**src/rtl/arb_pkg.sv**
```systemverilog
// Shared definitions for the 4-way round-robin arbiter: FSM encodings,
// requester count and the reset value of the last-owner pointer.
package arb_pkg;

  localparam int N_REQ = 4;

  // last = 3 after reset so the scan starts at requester 0
  localparam logic [1:0] LAST_RST = 2'd3;

  typedef enum logic [1:0] {
    ST_IDLE = 2'd0,
    ST_BUSY = 2'd1,
    ST_GAP  = 2'd2
  } arb_state_t;

endpackage

```
**src/rtl/rr_arbiter_4_if.sv**
```systemverilog
// Requester-side bundle of the round-robin arbiter. Requesters drive the
// master modport and the arbiter drives the slave modport.
interface rr_arbiter_4_if
  import arb_pkg::*;
  ();

  logic [N_REQ-1:0] req;
  logic [N_REQ-1:0] grant;
  logic [1:0]       grant_code;
  logic             grant_valid;
  logic             timeout_pls;

  modport master (
    output req,
    input  grant, grant_code, grant_valid, timeout_pls
  );

  modport slave (
    input  req,
    output grant, grant_code, grant_valid, timeout_pls
  );

endinterface

```
**src/rtl/rr_grant_decoder.sv**
```systemverilog
// 2-to-4 enable decoder that turns the binary owner code into a one-hot
// grant vector. The output is all zeros while the enable is low.
module rr_grant_decoder
  import arb_pkg::*;
(
  input  logic [1:0]       code,
  input  logic             en,
  output logic [N_REQ-1:0] onehot
);

  always_comb begin
    onehot = '0;
    if (en) begin
      onehot[code] = 1'b1;
    end
  end

endmodule

```
**src/rtl/rr_arbiter_4.sv**
```systemverilog
// Round-robin arbiter for four requesters with a hold timeout. A forced
// release masks the owner until it drops its request, so no one starves.
module rr_arbiter_4
  import arb_pkg::*;
#(
  parameter int TIMEOUT_CYC = 255,
  parameter int CNT_W       = 8
) (
  input logic         clk,
  input logic         rst,
  rr_arbiter_4_if.slave bus
);

  arb_state_t       state_q, state_d;
  logic [1:0]       last_q, last_d;
  logic [N_REQ-1:0] mask_q, mask_d;
  logic [CNT_W-1:0] cnt_q, cnt_d;
  logic [1:0]       grant_code_q, grant_code_d;
  logic             grant_valid_q, grant_valid_d;
  logic             timeout_pls_q, timeout_pls_d;
  logic [N_REQ-1:0] eff_req;
  logic [N_REQ-1:0] grant_w;

  localparam logic [CNT_W-1:0] CNT_LIMIT = CNT_W'(TIMEOUT_CYC - 1);

  // Scans last+1, last+2, .. wrapping; descending loop lets the nearest win.
  function automatic logic [1:0] rr_pick(input logic [N_REQ-1:0] eff,
                                         input logic [1:0]       last_owner);
    logic [1:0] idx;
    rr_pick = last_owner;
    for (int i = N_REQ; i >= 1; i--) begin
      idx = last_owner + 2'(i);
      if (eff[idx]) begin
        rr_pick = idx;
      end
    end
  endfunction

  always_comb begin
    state_d       = state_q;
    last_d        = last_q;
    cnt_d         = cnt_q;
    grant_code_d  = grant_code_q;
    grant_valid_d = grant_valid_q;
    timeout_pls_d = 1'b0;
    mask_d        = mask_q & bus.req;
    eff_req       = bus.req & ~mask_q;

    case (state_q)
      ST_IDLE: begin
        if (|eff_req) begin
          state_d       = ST_BUSY;
          grant_code_d  = rr_pick(eff_req, last_q);
          grant_valid_d = 1'b1;
          cnt_d         = '0;
        end
      end
      ST_BUSY: begin
        // A voluntary drop takes precedence over the timeout on the same cycle
        if (!bus.req[grant_code_q]) begin
          state_d       = ST_GAP;
          grant_valid_d = 1'b0;
          last_d        = grant_code_q;
        end else if (cnt_q == CNT_LIMIT) begin
          state_d                = ST_GAP;
          grant_valid_d          = 1'b0;
          last_d                 = grant_code_q;
          mask_d[grant_code_q]   = 1'b1;
          timeout_pls_d          = 1'b1;
        end else if (cnt_q != '1) begin
          cnt_d = cnt_q + 1'b1;
        end
      end
      ST_GAP: begin
        state_d = ST_IDLE;
      end
      default: begin
        state_d       = ST_IDLE;
        grant_valid_d = 1'b0;
      end
    endcase
  end

  always_ff @(posedge clk or posedge rst) begin
    if (rst) begin
      state_q       <= ST_IDLE;
      last_q        <= LAST_RST;
      mask_q        <= '0;
      cnt_q         <= '0;
      grant_code_q  <= 2'd0;
      grant_valid_q <= 1'b0;
      timeout_pls_q <= 1'b0;
    end else begin
      state_q       <= state_d;
      last_q        <= last_d;
      mask_q        <= mask_d;
      cnt_q         <= cnt_d;
      grant_code_q  <= grant_code_d;
      grant_valid_q <= grant_valid_d;
      timeout_pls_q <= timeout_pls_d;
    end
  end

  rr_grant_decoder u_decoder (
    .code   (grant_code_q),
    .en     (grant_valid_q),
    .onehot (grant_w)
  );

  assign bus.grant       = grant_w;
  assign bus.grant_code  = grant_code_q;
  assign bus.grant_valid = grant_valid_q;
  assign bus.timeout_pls = timeout_pls_q;

endmodule

```
**src/flat_wrapper.sv**
```systemverilog
// flat-port wrapper written by rule: the top's interface ports become plain ports
module rr_arbiter_4_flat import arb_pkg::*;
#(
  parameter int TIMEOUT_CYC = 255,
  parameter int CNT_W       = 8
)
  (clk, rst, bus_req, bus_grant, bus_grant_code, bus_grant_valid, bus_timeout_pls);
  rr_arbiter_4_if bus_i ();
  input logic clk;
  input logic rst;
  input wire logic [$bits(bus_i.req)-1:0] bus_req;
  output wire logic [$bits(bus_i.grant)-1:0] bus_grant;
  output wire logic [$bits(bus_i.grant_code)-1:0] bus_grant_code;
  output wire logic [$bits(bus_i.grant_valid)-1:0] bus_grant_valid;
  output wire logic [$bits(bus_i.timeout_pls)-1:0] bus_timeout_pls;
  assign bus_i.req = bus_req;
  assign bus_grant = bus_i.grant;
  assign bus_grant_code = bus_i.grant_code;
  assign bus_grant_valid = bus_i.grant_valid;
  assign bus_timeout_pls = bus_i.timeout_pls;
  rr_arbiter_4 #(.TIMEOUT_CYC(TIMEOUT_CYC), .CNT_W(CNT_W)) u_core (.clk(clk), .rst(rst), .bus(bus_i));
endmodule
```
**config.mk**
```make
export PLATFORM = sky130hd
export DESIGN_NAME = rr_arbiter_4_flat
export DESIGN_NICKNAME = d
export VERILOG_FILES = /design/src/rtl/arb_pkg.sv /design/src/rtl/rr_arbiter_4_if.sv /design/src/rtl/rr_grant_decoder.sv /design/src/rtl/rr_arbiter_4.sv /design/src/flat_wrapper.sv
export SDC_FILE = /design/constraint.sdc
export NUM_CORES = 1
export LEC_CHECK = 0
export CORE_MARGIN = 2
export CORE_UTILIZATION = 43
export CTS_CLUSTER_DIAMETER = 50
export CTS_CLUSTER_SIZE = 12
export DETAILED_ROUTE_END_ITERATION = 10
export GPL_TIMING_DRIVEN = 0
export MAX_ROUTING_LAYER = met4
export SLEW_MARGIN = 5
export SYNTH_ARGS = -nofsm -noshare
export SYNTH_HDL_FRONTEND = slang
export SYNTH_SLANG_ARGS = --single-unit
```
**constraint.sdc**
```tcl
create_clock -name clk -period 2.2 [get_ports clk]
set_input_delay 0.44 -clock clk [delete_from_list [all_inputs] [get_ports clk]]
set_output_delay 0.44 -clock clk [all_outputs]
set_load 0.01 [all_outputs]
```
==> metrics.cfg, run 1 <==
[logic_synthesis]
yosysTopAreaCell = dfrtp_1
ys_seq_area_share_pct = 44.82
synth_commonest_cells = dfrtp_1, nand2_1, inv_1
syn_nets = 118
yosysUniqueCellTypes = 39
synth_edf_count = 0
ys_top_cells_by_area = dfrtp_1, dfstp_2, o31ai_1
async_flop_share_pct = 100.0
syn_area_um2 = 1122
synth_ff_type = dfrtp_1
syn_inst = 110
ys_warn_count = 0
synth_seq_cells = 20
syn_area_per_cell_um2 = 10.20
synth_most_common_cell = dfrtp_1
synth_top_cell_area_share_pct = 40.13

[timing]
maxSlewViolCount = 0
fmax_mhz = 471.0
setup_tns_ps = 0
worst_slew_pin_slew_ps = 785.4
min_period_ps = 2123
rsz0062_at_grt = no
setup_viol = 0
slew_headroom_pct = 47.07
hold_viol = 0
clock_skew_ps = 5.361
fin_crit_sh_pct = 96.50

[job]
drv_cap = 0

[setup_path]
crit_fanout = 10
arrival_ps = 1680
reg2reg_depth = 7
worst_ep_required_time_ps = 1760
cp-start-kind = register
crit_path_end_kind = output pin
path_class = register to output pin

[routing]
vias_per_cell = 5.745
drc = 0
dr_total_vias = 902
postRouteAntennaNets = 0
first_pass_iters = 4
wl_per_cell_um = 15.14
initialDrtViolationCount = 10
wl_um = 2377

[clock_tree]
clk_latency_ps = 310
cts_htree_levels = 1
clockBufferDepth = 2
clock-sinks = 20
cts_tree = done
clkTransAtPathRegs_ps = 130
cts-root-buf = clkbuf_4
numCtsBuffers = 3

[status]
status = complete, no violations

[min_path]
min_path_cells = 1
worstHoldPathType = register to register

[finish]
area_delta_synth_final_pct = 19.06
layout-drive-gt1-share_pct = 12.60
num-nets-final = 136
stdcell_area_um2 = 1336
antenna_cells = 0
utilization_pct = 53.94

[global_routing]
grt_use_total_pct = 19.40
grt_max_degree = 21
grt_overflow = 0
grt_antenna_before_repair = 0
grt_pass1_vias = 866
grt_pass1_wl_um = 4036

[place]
portBuffers = 13
dp_hpwl_um = 1692
placed_area_um2 = 1290
globalplace.congestion = 0.8516

[floorplan]
row_count = 18
dieArea_um2 = 3035
core_area_um2 = 2477
die_width_um = 55.09
pin_count = 14
start_util_pct = 45.30
die_h_um = 55.09

[power]
powerDensity_nw_per_um2 = 1102
total_power_uw = 1472
vdd_drop_max_v = 0.0007118
p_leak_uw = 0.0005838

==> power breakdown <==
part	leakage, uW	switching, uW	internal [uW]
clock network	0.0000210	123	101
logic	0.000301	357	332
registers	0.000262	96.5	462
==> critical path, cell delays in order, from the launching register on <==
cell	delay (ps)
dfrtp_1	420
buf_2	190
and3b_1	230
clkdlybuf4s50_1	540
==> logic make-up after synthesis <==
kind of cell,count (synthesis),synth area share [%]
xor+xnor,1,0.7805
compound gates,31,22.08
simple gates,44,22.41
buf+inv,9,3.679
flops,20,44.82
mux,3,4.013
fa+ha+maj,2,2.229
==> cell usage in the layout, fill, tap and decap left out, types with 4 or more instances in the layout <==
cell type        netlist  final
inv_1                  6      6
nor2b_1                4      4
o21a_1                 4      4
nand3_1                5      5
a21oi_1                4      4
nand2_1                9      9
o31ai_1                5      5
clkdlybuf4s50_1        0     12
o21ai_0                5      5
dfrtp_1               18     18
nor2_1                 5      5
==> timing repair <==
action,in CTS,in global routing
hold buffers,0,0
resized for setup,3,3
setup buffers,0,0
setup endpoints to repair,4,2
pin swaps,0,0
==> metrics by stage <==
step	std cells	hold WS [ps]	setup slack, ps
detailed placement	153	480.3	-125.5
global route	157	537.8	17.82
finish	157	500.6	76.96
global placement	153	477.2	-127.2
floorplan	110	402.3	451.7
CTS	157	505.0	37.65
==> state kept, by name (all words and copies together) (netlist names) <==
register / flops
u_core.bus.timeout_pls: 1
u_core.bus.grant_code: 2
u_core.bus.grant_valid: 1
u_core.state_q: 2
u_core.cnt_q: 8
u_core.mask_q: 4
u_core.last_q: 2
==> final timing paths <==
check	startpoint	end	slack [ps]
max	u_core.bus.grant_code[0]	bus_grant[2]	80
min	u_core.cnt_q[4]	u_core.cnt_q[4]	500
max reg2reg	u_core.cnt_q[0]	u_core.cnt_q[5]	270
min reg2reg	u_core.cnt_q[4]	u_core.cnt_q[4]	500
max in group asynchronous	rst	u_core.state_q[1]	1170
min in group asynchronous	rst	u_core.cnt_q[4]	550
==> per-layer routing <==
layer / global-route usage, % / wire length (um) / vias up
met5: - / 0 / -
met4: 7.317 / 12 / 0
met3: 2.419 / 71 / 2
met2: 28.77 / 1054 / 14
met1: 27.16 / 1238 / 440
li1: - / - / 446
==> area by class of cell <==
type	instances	area, um2
fill	246	1141
multi-input combinational	81	583.1
sequential	20	503.0
timing repair buffer	13	132.6
tap	30	37.54
clock buffer	4	36.28
inverter	6	22.52
buffer	3	21.27
(Power assumes the default switching activity.)
==> inputs of run 2 (changes only) <==
Settings changed: CORE_UTILIZATION 43 to 40, TNS_END_PERCENT set to 100.
==> run 2 against run 1 <==
Compared with the run above:
- sequential share of layout area fell by 0.45 points
- final cell count rose by 0.64%
- core utilization fell by 4.0 points
- largest power group unchanged
- critical endpoint is now bus_grant[3]
- wire length fell by 0.72%
- global-route usage fell by 2.3 points
- flip-flop and latch count did not move
- via count rose by 1.7%
- die area rose by 6.9%
- clock power rose by 38%
- worst hold slack improved by 3.9 ps
- highest routed layer unchanged
- total power rose by 4.8%
==> metrics.cfg, run 2 (same netlist as run 1, synthesis figures left out) <==
[routing]
postRouteAntennaNets = 0  ; unchanged
dr_total_vias = 917  ; +1.7%
vias_per_cell = 5.804  ; +1.0%
initialDrtViolationCount = 19  ; +9
wl_per_cell_um = 14.94  ; -1.3%
drc = 0  ; unchanged
wl_um = 2360  ; -0.72%
first_pass_iters = 4  ; unchanged

[global_routing]
grt_pass1_vias = 907  ; +4.7%
grt_antenna_before_repair = 0  ; unchanged
grt_use_total_pct = 17.09  ; -2.3 points
grt_overflow = 0  ; unchanged
grt_pass1_wl_um = 4112  ; +1.9%
grt_max_degree = 21  ; unchanged

[status]
status = complete, no violations

[clock_tree]
cts-root-buf = clkbuf_4
clk_latency_ps = 310  ; about the same
clock-sinks = 20  ; unchanged
clockBufferDepth = 2  ; unchanged
cts_tree = done
cts_htree_levels = 1  ; unchanged
numCtsBuffers = 3  ; unchanged
cts_hold_buf = 0  ; unchanged
clkTransAtPathRegs_ps = 120  ; about the same

[floorplan]
start_util_pct = 41.41  ; -3.9 points
die_width_um = 56.97  ; +3.4%
core_area_um2 = 2710  ; +9.4%
row_count = 19  ; +1
dieArea_um2 = 3246  ; +6.9%
die_h_um = 56.97  ; +3.4%
pin_count = 14  ; unchanged

[power]
vdd_drop_max_v = 0.0006536  ; -8.2%
p_leak_uw = 0.0005940  ; +1.7%
powerDensity_nw_per_um2 = 1141  ; +3.6%
total_power_uw = 1543  ; +4.8%

[setup_path]
path_class = register to output pin
crit_path_cell_trace = clkbuf_4 -> and3_1 -> clkdlybuf4s50_1
reg2reg_slack_ps = 290  ; +20 ps
path_depth = 3  ; unchanged
crit_fanout = 10  ; unchanged
worst_ep_required_time_ps = 1760  ; about the same
arrival_ps = 1630  ; -50 ps
crit_path_end_kind = output pin
worst-path-buf-inv = 2  ; unchanged
cp-start-kind = register
cp_slowest_cell = clkdlybuf4s50_1
r2r_end = u_core.cnt_q[5]
crit_start = u_core.bus.grant_code[1]
critPathTopFamily = buffers and inverters
crit_path_end = bus_grant[3]
rr_startpoint = u_core.cnt_q[0]
reg2reg_depth = 7  ; unchanged
max_stage_delay_ps = 530  ; about the same

[place]
dp_hpwl_um = 1749  ; +3.3%
dpl_worst_slack_ps = -129.8  ; -4.251 ps
globalplace.congestion = 0.8566  ; +0.59%
portBuffers = 13  ; unchanged

[finish]
num-nets-final = 136  ; unchanged
final_cell_mix = dfrtp_1, clkdlybuf4s50_1, nand2_1, inv_1
layout_commonest_cell = dfrtp_1
largest_reg_flops = 8  ; unchanged
largest_register = u_core.cnt_q
area_delta_synth_final_pct = 20.51
top_regs = u_core.cnt_q x8, u_core.mask_q x4
antenna_cells = 0  ; unchanged
layout-drive-gt1-share_pct = 11.81  ; -0.79 points

[timing]
setup_viol = 0  ; unchanged
worst_slew_pin_slew_ps = 775.8  ; -9.562 ps
min_period_ps = 2073  ; -50.03 ps
maxSlewViolCount = 0  ; unchanged
fin_crit_sh_pct = 94.23  ; -2.3 points
setup_slack_ps = 127.0  ; +50.03 ps
hold_viol = 0  ; unchanged
slew_headroom_pct = 48.22  ; +1.2 points
rsz0062_at_grt = no
holdWs_ps = 504.6  ; +3.949 ps
clock_skew_ps = 9.316  ; +3.955 ps
fmax_mhz = 482.4  ; +2.4%

[job]
drv_cap = 0  ; unchanged

[min_path]
worstHoldPathType = register to register

-- run 2: what timing repair did --
action	CTS	global route
gates resized for setup	3	5
endpoints found under the setup margin	4	3
buffers inserted	0	0
-- run 2: stage by stage --
| stage | area (um2) | TNS (ps) | util (%) | cells |
|---|---|---|---|---|
| 4_1_cts | 1345 | 0 | 49.63 | 158 |
| 3_3_place_gp | 1291 | -478.4 | 47.65 | 154 |
| 6_report | 1353 | 0 | 49.91 | 158 |
| 2_1_floorplan | 1122 | 0 | - | 110 |
| 3_5_place_dp | 1291 | -270.2 | 47.65 | 154 |
| 5_1_grt | 1353 | 0 | 49.91 | 158 |
-- run 2: per-layer routing --
metal / wire length (um) / track usage, %
met3: 79 / 2.721
met4: 35 / 6.312
met1: 1145 / 23.94
met5: 0 / -
met2: 1099 / 25.12
-- run 2: area by class of cell --
cell class              count  area (um2)
plain buffers               3       26.28
multi-input cells          81       578.1
inverters                   6       22.52
repair buffers             13       131.4
fillers                   267        1358
clock buffers               3       22.52
well taps                  31       38.79
flip-flops and latches     20       503.0
clock inverters             1       30.03
-- run 2: where the power goes --
group | leakage, uW | internal [uW] | switching [uW]
clock | 0.0000279 | 184 | 124
combinational | 0.000304 | 330 | 348
sequential | 0.000262 | 462 | 95.0
-- run 2: worst register-to-register path: stages, from the launching register on --
cell and delay (ps):
dfrtp_1 460, inv_1 70, ha_1 210, nor2_1 190, o311ai_4 140, buf_6 160
or4_1 460, a21oi_1 150
-- run 2: how the worst min path moves through the flow --
stage / cells past startpoint / slack [ps] / from / endpoint
finish: 1 / 500 / u_core.cnt_q[4] / u_core.cnt_q[4]
global placement: 1 / 480 / u_core.mask_q[2] / u_core.mask_q[2]
global route: 1 / 530 / u_core.mask_q[2] / u_core.mask_q[2]
floorplan: 1 / 400 / rst / u_core.bus.grant_code[0]
detailed placement: 1 / 480 / u_core.mask_q[0] / u_core.mask_q[0]
CTS: 1 / 510 / u_core.cnt_q[4] / u_core.cnt_q[4]
